$ cat src/rtl/pipeline_defs_pkg.sv
// rtl/pipeline_defs_pkg.sv - shared state encodings for the pipeline sequencer and its decoder bench
package pipeline_defs_pkg;

    localparam logic [2:0] ST_IDLE  = 3'd0;
    localparam logic [2:0] ST_FE    = 3'd1;
    localparam logic [2:0] ST_E1    = 3'd2;
    localparam logic [2:0] ST_E2    = 3'd3;
    localparam logic [2:0] ST_PAUSE = 3'd4;
    localparam logic [2:0] ST_HALT  = 3'd5;

    typedef enum logic [2:0] {
        S_IDLE  = ST_IDLE,
        S_FE    = ST_FE,
        S_E1    = ST_E1,
        S_E2    = ST_E2,
        S_PAUSE = ST_PAUSE,
        S_HALT  = ST_HALT
    } state_t;

endpackage

$ cat src/rtl/pipeline_sequencer.sv
// rtl/pipeline_sequencer.sv - fetch/execute phase sequencer with stepping, halt and retired-instruction count
module pipeline_sequencer
    import pipeline_defs_pkg::*;
#(
    parameter int CNT_W = 16
) (
    input  logic             clk,
    input  logic             reset,
    input  logic             start,
    input  logic             restart,
    input  logic             stp,
    input  logic             extra1,
    input  logic             step_mode,
    input  logic             step,
    output logic             fe,
    output logic             e1,
    output logic             e2,
    output logic             halted,
    output logic             busy,
    output logic [2:0]       state_o,
    output logic [CNT_W-1:0] instr_count
);

    state_t state;
    state_t state_nxt;
    logic   retire;

    always_comb begin
        state_nxt = state;
        retire    = 1'b0;
        case (state)
            S_IDLE:  if (start) state_nxt = S_FE;
            S_FE:    state_nxt = S_E1;
            S_E1: begin
                // stop wins over a second-cycle request and retires nothing
                if (stp) begin
                    state_nxt = S_HALT;
                end else if (extra1) begin
                    state_nxt = S_E2;
                end else begin
                    retire    = 1'b1;
                    state_nxt = step_mode ? S_PAUSE : S_E1;
                end
            end
            S_E2: begin
                retire    = 1'b1;
                state_nxt = step_mode ? S_PAUSE : S_E1;
            end
            S_PAUSE: if (step || !step_mode) state_nxt = S_E1;
            S_HALT:  if (restart) state_nxt = S_FE;
            default: state_nxt = S_IDLE;
        endcase
    end

    always_ff @(posedge clk) begin
        if (reset) begin
            state <= S_IDLE;
        end else begin
            state <= state_nxt;
        end
    end

    // wraps silently at 2^CNT_W
    always_ff @(posedge clk) begin
        if (reset) begin
            instr_count <= '0;
        end else if (retire) begin
            instr_count <= instr_count + CNT_W'(1);
        end
    end

    assign fe      = (state == S_FE);
    assign e1      = (state == S_E1);
    assign e2      = (state == S_E2);
    assign halted  = (state == S_HALT);
    assign busy    = (state == S_FE) || (state == S_E1) || (state == S_E2);
    assign state_o = state;

endmodule
$ cat config.mk
export PLATFORM = sky130hd
export DESIGN_NAME = pipeline_sequencer
export DESIGN_NICKNAME = d
export VERILOG_FILES = /design/src/rtl/pipeline_defs_pkg.sv /design/src/rtl/pipeline_sequencer.sv
export SDC_FILE = /design/constraint.sdc
export NUM_CORES = 1
export LEC_CHECK = 0
export ABC_AREA = 1
export ABC_CLOCK_PERIOD_IN_PS = 3800
export CAP_MARGIN = 40
export CORE_ASPECT_RATIO = 1.1
export CORE_MARGIN = 2
export CORE_UTILIZATION = 50
export CTS_CLUSTER_DIAMETER = 100
export DETAILED_ROUTE_END_ITERATION = 12
export PLACE_DENSITY_LB_ADDON = 0.25
export SYNTH_ARGS = -nofsm -noshare
export SYNTH_HDL_FRONTEND = slang
export SYNTH_SLANG_ARGS = --single-unit
$ cat constraint.sdc
create_clock -name clk -period 3.8 [get_ports clk]
set_input_delay 0.57 -clock clk [delete_from_list [all_inputs] [get_ports clk]]
set_output_delay 0.57 -clock clk [all_outputs]
set_load 0.005 [all_outputs]
Yosys cells after proc, flatten, opt, wreduce, memory -nomap -nowiden:

Index checks and enable logic that the tools add are counted.

* eq/ne operators: 8
* reductions and logical operators: 6
* $add $sub $neg: 1
* multiplexer cells: 10

Operators by type and width (number)
* $mux W3: 6
* $pmux W3 S6: 1
* $add A16 B1 Y16 const B: 1
* $eq A3 B2 Y1 const B: 2
* $eq A3 B3 Y1 const B: 2
* $ne A2 B2 Y1 const B: 3
* $eq A3 B1 Y1 const B: 1
* $logic_not A3 Y1: 1
* $logic_or A1 B1 Y1: 3
* $reduce_and A3 Y1: 1
* $mux W1: 2
* $pmux W1 S2: 1
* $logic_not A1 Y1: 1

* register bits after elaboration: 19
* input port bits: 8
* output and inout bits: 24

Logic depth before layout (Yosys ltp):

Gate-level depths: netlist of run 1.

* depth after elaboration: 4
* depth in mapped cells: 10

Worst setup path before layout of run 1:

No wires, ideal clock.

* path kind: in2reg
* start point: input port extra1
* end point: register instr_count[14]
* slack: 2.483 ns
* buffers on the path: 1
* stages on the path: 7
* library setup time: 0.113 ns
* arrival time: 1.204 ns
* cell sequence: o21ai_2 nand2_4 buf_6 nor2_4 nand2_2 nor2_1 nor2_1

* word-level cells in the longest chain between the ends: 3

Ends and longest elaborated chain
* start: declaration: RTL line pipeline_sequencer.sv:12 `input logic extra1,`
* $mux W1: RTL line pipeline_sequencer.sv:38 `end else if (extra1) begin`
* $mux W1: RTL line pipeline_sequencer.sv:36 `if (stp) begin`
* $pmux W1 S2: RTL line pipeline_sequencer.sv:31 `case (state)`
* end signal: assignment: RTL line pipeline_sequencer.sv:68 `instr_count <= instr_count + CNT_W'(1);`
* end: declaration: RTL line pipeline_sequencer.sv:21 `output logic [CNT_W-1:0] instr_count`

Every way passes these cells.
A chain may end at the register's enable or synchronous reset.

Worst setup path in the final report of run 1:

* start point: register state[2] (netlist: state_o[2])
* end point: output port e1

* word-level cells in the longest chain between the ends: 1

Ends and longest elaborated chain
* start: declaration: RTL line pipeline_sequencer.sv:24 `state_t state;`
* start signal: assignment: RTL line pipeline_sequencer.sv:59 `state <= state_nxt;`
* $eq A3 B2 Y1: RTL line pipeline_sequencer.sv:73 `assign e1 = (state == S_E1);`
* end: declaration: RTL line pipeline_sequencer.sv:16 `output logic e1,`

Every way passes these cells.

==> results.toml, run 1 <==
[sta]
final.setup.tns_ns = 0
fin_ws_ns = 1.62
max_freq_mhz = 459
drv_slew = 0
worstMarginPinSlew_ns = 0.394
rsz0062_at_grt = "false"
min_period_ns = 2.18
relSlewSlack = 0.737
final-setup-viol-count = 0
hold_viol = 0
finClkSkew_ns = 0.00640
min_period_over_period = 0.573

[pwr]
p_comb_frac = 0.248
p_seq_frac = 0.507
clock_power_share = 0.245
p_int_uw = 300
power_density_nw_per_um2 = 285
leakagePower_nw = 0.640
max-vdd-ir-drop_mv = 0.215
p_switching_uw = 127
switching_share = 0.298

[die]
die_w_um = 49.6
row_count = 18
io-pin-count = 32
start_util = 0.518
fp.dieArea_um2 = 2690
die_height_um = 54.2
coreArea_um2 = 2210

[logic_synthesis]
synth-seq-cells = 19
synth_cells = 189
yosysTopAreaCellShare = 0.333
synth.largest_area_cell = "dfxtp_1"
synth_cell_types = 20
synth_fp_nets = 198
ys_top_cells_by_area = "dfxtp_1 33%, nand2_1 15%, nor2_1 13%"
yosysWarningCount = 0
synth.yosys.seq_area_share = 0.333
netlist_area_um2 = 1140
avgSynthCellArea_um2 = 6.05

[route]
routed_wl_mm = 2.57
drc = 0
antenna_left = 0
routed_via_density = 4.83
routedWlPerCell_um = 10.2
wl_met1_mm = 1.15
first_pass_iters = 4
route.met3.wl_um = 98
via_count = 1216
drtIter0Drc = 23
routed-wl-met2_mm = 1.28
routed.top_layer = "met4"

[clock_network]
clock_sinks = 19
root_buffer = "clkbuf_4"
hold_buffers = 0
htreeDepth = 1
insertion_delay_ns = 0.30
clockBufferDepth = 2
cts_resized = 0
path_clk_slew_ns = 0.10
cts_buffers = 3
cts_setup_buffers = 0
cts_tree = "built"

[global_routing]
overflow = 0
grt_max_degree = 14
grt_pass1_wl_mm = 4.41
antenna_found_initial = 0
track_usage = 0.214
grt_pass1_vias = 1071

[critical_path]
crit-reg2reg-capture = "instr_count[14]"
critical_path_arrival_ns = 1.61
rr_worst_depth = 9
path_class = "reg -> out"
path_max_fanout = 6
r2r-start = "instr_count[1]"
r2r_slack_ns = 2.30
end_kind = "output port"
start_kind = "flip-flop"
cp.required_ns = 3.23

[cells_and_area]
n_antenna_cell = 0
finish.utilization = 0.679
fin_nets = 232
final_cell_area_um2 = 1500
final_common_cell = "nand2_1"
finalNonFillerCells = 252
drive_gt1_frac = 0.0721
area_growth_pct = 31.1
final_cell_mix = "46 x nand2_1, 41 x nor2_1, 31 x clkdlybuf4s50_1"

[place]
pre_cts_slack_ns = 1.86
dp_hpwl_mm = 2.03
finalWeightedCongestion = 0.885
post-place-cells = 248
dpl-instance-area_um2 = 1470
io_buffers = 31

[min_path]
holdPathStages = 2
hp-start = "instr_count[10]"
hp-class = "reg -> reg"
whs_endpoint = "instr_count[10]"

[outcome]
status = "finished clean"

[flow_run]
cap_violations = 0
## metrics by stage
step | hold slack (ns) | power [mW]
floorplan | 0.475 | 0.280
global placement | 0.480 | 0.325
detailed placement | 0.488 | 0.328
CTS | 0.505 | 0.430
global route | 0.533 | 0.455
finish | 0.502 | 0.427
## final cells by class
| cell class | count | area (µm²) |
|---|---|---|
| fill | 207 | 708 |
| multi-input combinational | 135 | 621 |
| sequential | 19 | 380 |
| timing repair buffer | 31 | 310 |
| inverter | 33 | 124 |
| tap | 30 | 37.5 |
| clock buffer | 4 | 26.3 |
## flip-flops by register name, indices dropped and copies added, names as in the netlist
name and flops:
instr_count 16, state_o 3
## cells by family after synthesis
| group | synth area share |
|---|---|
| AND/OR/NAND/NOR | 0.456 |
| adder cells (fa/ha/maj) | 0.0109 |
| XOR/XNOR | 0.0153 |
| AO/OA/AOI/OAI | 0.0602 |
| flip-flops | 0.333 |
| buffers and inverters | 0.125 |
## critical path: stages (launching register included)
cell and delay, ns:
dfxtp_1 0.38, inv_2 0.10, nand2_2 0.08, nor2_1 0.21, clkdlybuf4s50_1 0.55
## layer usage
| layer | global-route usage | vias to the layer above |
|---|---|---|
| li1 | - | 645 |
| met1 | 0.236 | 539 |
| met2 | 0.409 | 27 |
| met3 | 0.0333 | 5 |
| met4 | 0.0972 | 0 |
| met5 | 0 | - |
## synth_stat cells
| library cell | n |
|---|---|
| xnor2_1 | 2 |
| o21ai_0 | 6 |
| inv_2 | 3 |
| nand2_4 | 1 |
| buf_6 | 1 |
| nor2_2 | 2 |
| ha_1 | 1 |
| dfxtp_1 | 19 |
| nor2_4 | 2 |
| o21ai_2 | 1 |
| nand3b_1 | 3 |
| buf_4 | 1 |
| nand3_1 | 13 |
| nor2_1 | 41 |
| nand2_2 | 4 |
| nand4_1 | 1 |
| nor3_1 | 6 |
| nand2_1 | 46 |
| a21oi_1 | 6 |
| inv_1 | 30 |
## worst max-delay path by stage
| stage | startpoint | to | slack [ns] | depth (start not counted) |
|---|---|---|---|---|
| 4_1_cts | state_o[2] | e1 | 1.63 | 4 |
| 3_5_place_dp | extra1 | instr_count[13] | 1.86 | 8 |
| 3_3_place_gp | extra1 | instr_count[12] | 1.89 | 8 |
| 5_1_grt | state_o[2] | e1 | 1.55 | 4 |
| 6_report | state_o[2] | e1 | 1.62 | 4 |
| 2_1_floorplan | extra1 | instr_count[14] | 2.48 | 7 |
## power groups by stage
stage          Combinational [mW]  Clock [mW]  Sequential, mW
2_1_floorplan              0.0597           0           0.220
3_3_place_gp                0.104           0           0.220
3_5_place_dp                0.107           0           0.221
4_1_cts                     0.107       0.106           0.216
5_1_grt                     0.121       0.117           0.218
6_report                    0.106       0.104           0.216
No activity file was read; power rests on OpenSTA's default activity.
==> run 2, diff against run 1 <==
- ABC_CLOCK_PERIOD_IN_PS: 3800 -> 2000
- CORE_UTILIZATION: 50 -> 42
- clock period: 3.8 -> 2 ns (I/O delays scaled with it)
==> run 2 against run 1 <==
  * Clock-buffer cell count stayed put
  * Via count shrank 1.7%
  * Clock skew fell by 0.0035 ns
  * Power grew 88%
  * Cell area grew 0.75%
  * Routed wire length fell by 7.0%
  * Critical path depth unchanged
  * First-iteration DRC count increased by 70%
  * Largest power group unchanged
==> results.toml, run 2 (synthesized netlist as in run 1, its figures left out) <==
[outcome]
status = "finished clean"

[critical_path]
r2r_slack_ns = 0.55
critical_path_arrival_ns = 1.56
cp.required_ns = 1.70
path_class = "reg -> out"
start_kind = "flip-flop"
path_max_fanout = 6
end_kind = "output port"

[die]
coreArea_um2 = 2540
row_count = 19
die_height_um = 58.7
fp.dieArea_um2 = 3160
start_util = 0.450
io-pin-count = 32
die_w_um = 53.8

[clock_network]
cts_resized = 0
cts_tree = "built"
insertion_delay_ns = 0.29
clock_sinks = 19
cts_buffers = 3
cts_setup_buffers = 0
htreeDepth = 1
root_buffer = "clkbuf_4"
clockBufferDepth = 2
path_clk_slew_ns = 0.10
hold_buffers = 0

[sta]
worstMarginPinSlew_ns = 0.409
hold_viol = 0
drv_slew = 0
min_period_over_period = 0.928
relSlewSlack = 0.727
max_freq_mhz = 539
hold_ws_ns = 0.505
fin_ws_ns = 0.144
finClkSkew_ns = 0.00292
final-setup-viol-count = 0
min_period_ns = 1.86
rsz0062_at_grt = "false"
final.setup.tns_ns = 0

[place]
dp_hpwl_mm = 1.86
dpl-instance-area_um2 = 1480
finalWeightedCongestion = 0.812
pre_cts_slack_ns = 0.302
io_buffers = 31

[pwr]
leakagePower_nw = 0.645
power_density_nw_per_um2 = 533
max-vdd-ir-drop_mv = 0.305
power.total_uw = 804

[global_routing]
track_usage = 0.164
grt_max_degree = 14
grt_pass1_vias = 976
antenna_found_initial = 0
grt_pass1_wl_mm = 3.91
overflow = 0

[cells_and_area]
final_cell_area_um2 = 1510
drive_gt1_frac = 0.0807
area_growth_pct = 32.1
fin_nets = 233
final_common_cell = "nand2_1"
largest_register_ffs = 16
n_antenna_cell = 0
final_cell_mix = "46 x nand2_1, 40 x nor2_1, 31 x clkdlybuf4s50_1"
largest_register = "instr_count"

[flow_run]
cap_violations = 0

[route]
routedWlPerCell_um = 9.42
routed_wl_mm = 2.39
antenna_left = 0
via_count = 1195
first_pass_iters = 6
drtIter0Drc = 39
drc = 0
routed_via_density = 4.70

[min_path]
hp-class = "reg -> reg"
==> run 2: cell types whose count changed in the layout (fill, tap and decap cells not counted) <==
cell / previous run / this run
buf_4: 0 / 1
nor2_2: 2 / 3
nor2_1: 41 / 40
==> run 2: final cells by class <==
class / instances / area, µm²
flip-flops and latches: 19 / 380
fillers: 256 / 1030
well taps: 31 / 38.8
inverters: 33 / 124
clock buffers: 4 / 26.3
repair buffers: 32 / 318
multi-input cells: 135 / 623
==> run 2: path summary, 6_finish.rpt <==
check	from	end	cells after the start
min	instr_count[10]	instr_count[10]	2
min reg2reg	instr_count[10]	instr_count[10]	2
max	state_o[2]	e2	4
max reg2reg	instr_count[1]	instr_count[14]	9
==> run 2: worst max-delay path, stage by stage (launching register included) <==
cell             delay [ns]
dfxtp_1                0.38
inv_2                  0.10
nand2_2                0.08
nor2_1                 0.17
clkdlybuf4s50_1        0.53
==> run 2: routing by layer <==
layer / up-vias / routed length (µm) / track usage
met5: - / 0 / 0
met4: 0 / 36 / 0.0659
met3: 7 / 135 / 0.0228
met2: 30 / 1060 / 0.272
met1: 510 / 1160 / 0.211
li1: 648 / - / -
==> run 2: power breakdown <==
part	leakage (nW)	total (mW)	switching, mW	internal, mW
logic	0.476	0.201	0.0985	0.102
clock network	0.0150	0.193	0.115	0.0776
registers	0.153	0.411	0.0199	0.391
total	0.645	0.804	0.233	0.571
==> run 2: per-stage QoR <==
step / util / instances
2_1_floorplan: - / 189
3_3_place_gp: 0.582 / 250
3_5_place_dp: 0.582 / 250
4_1_cts: 0.593 / 254
5_1_grt: 0.594 / 254
6_report: 0.594 / 254
==> run 3, diff against run 2 <==
- CAP_MARGIN: 40 -> 20
==> results of run 3 <==
Final layout, timing and power as in run 2 (identical DEF).
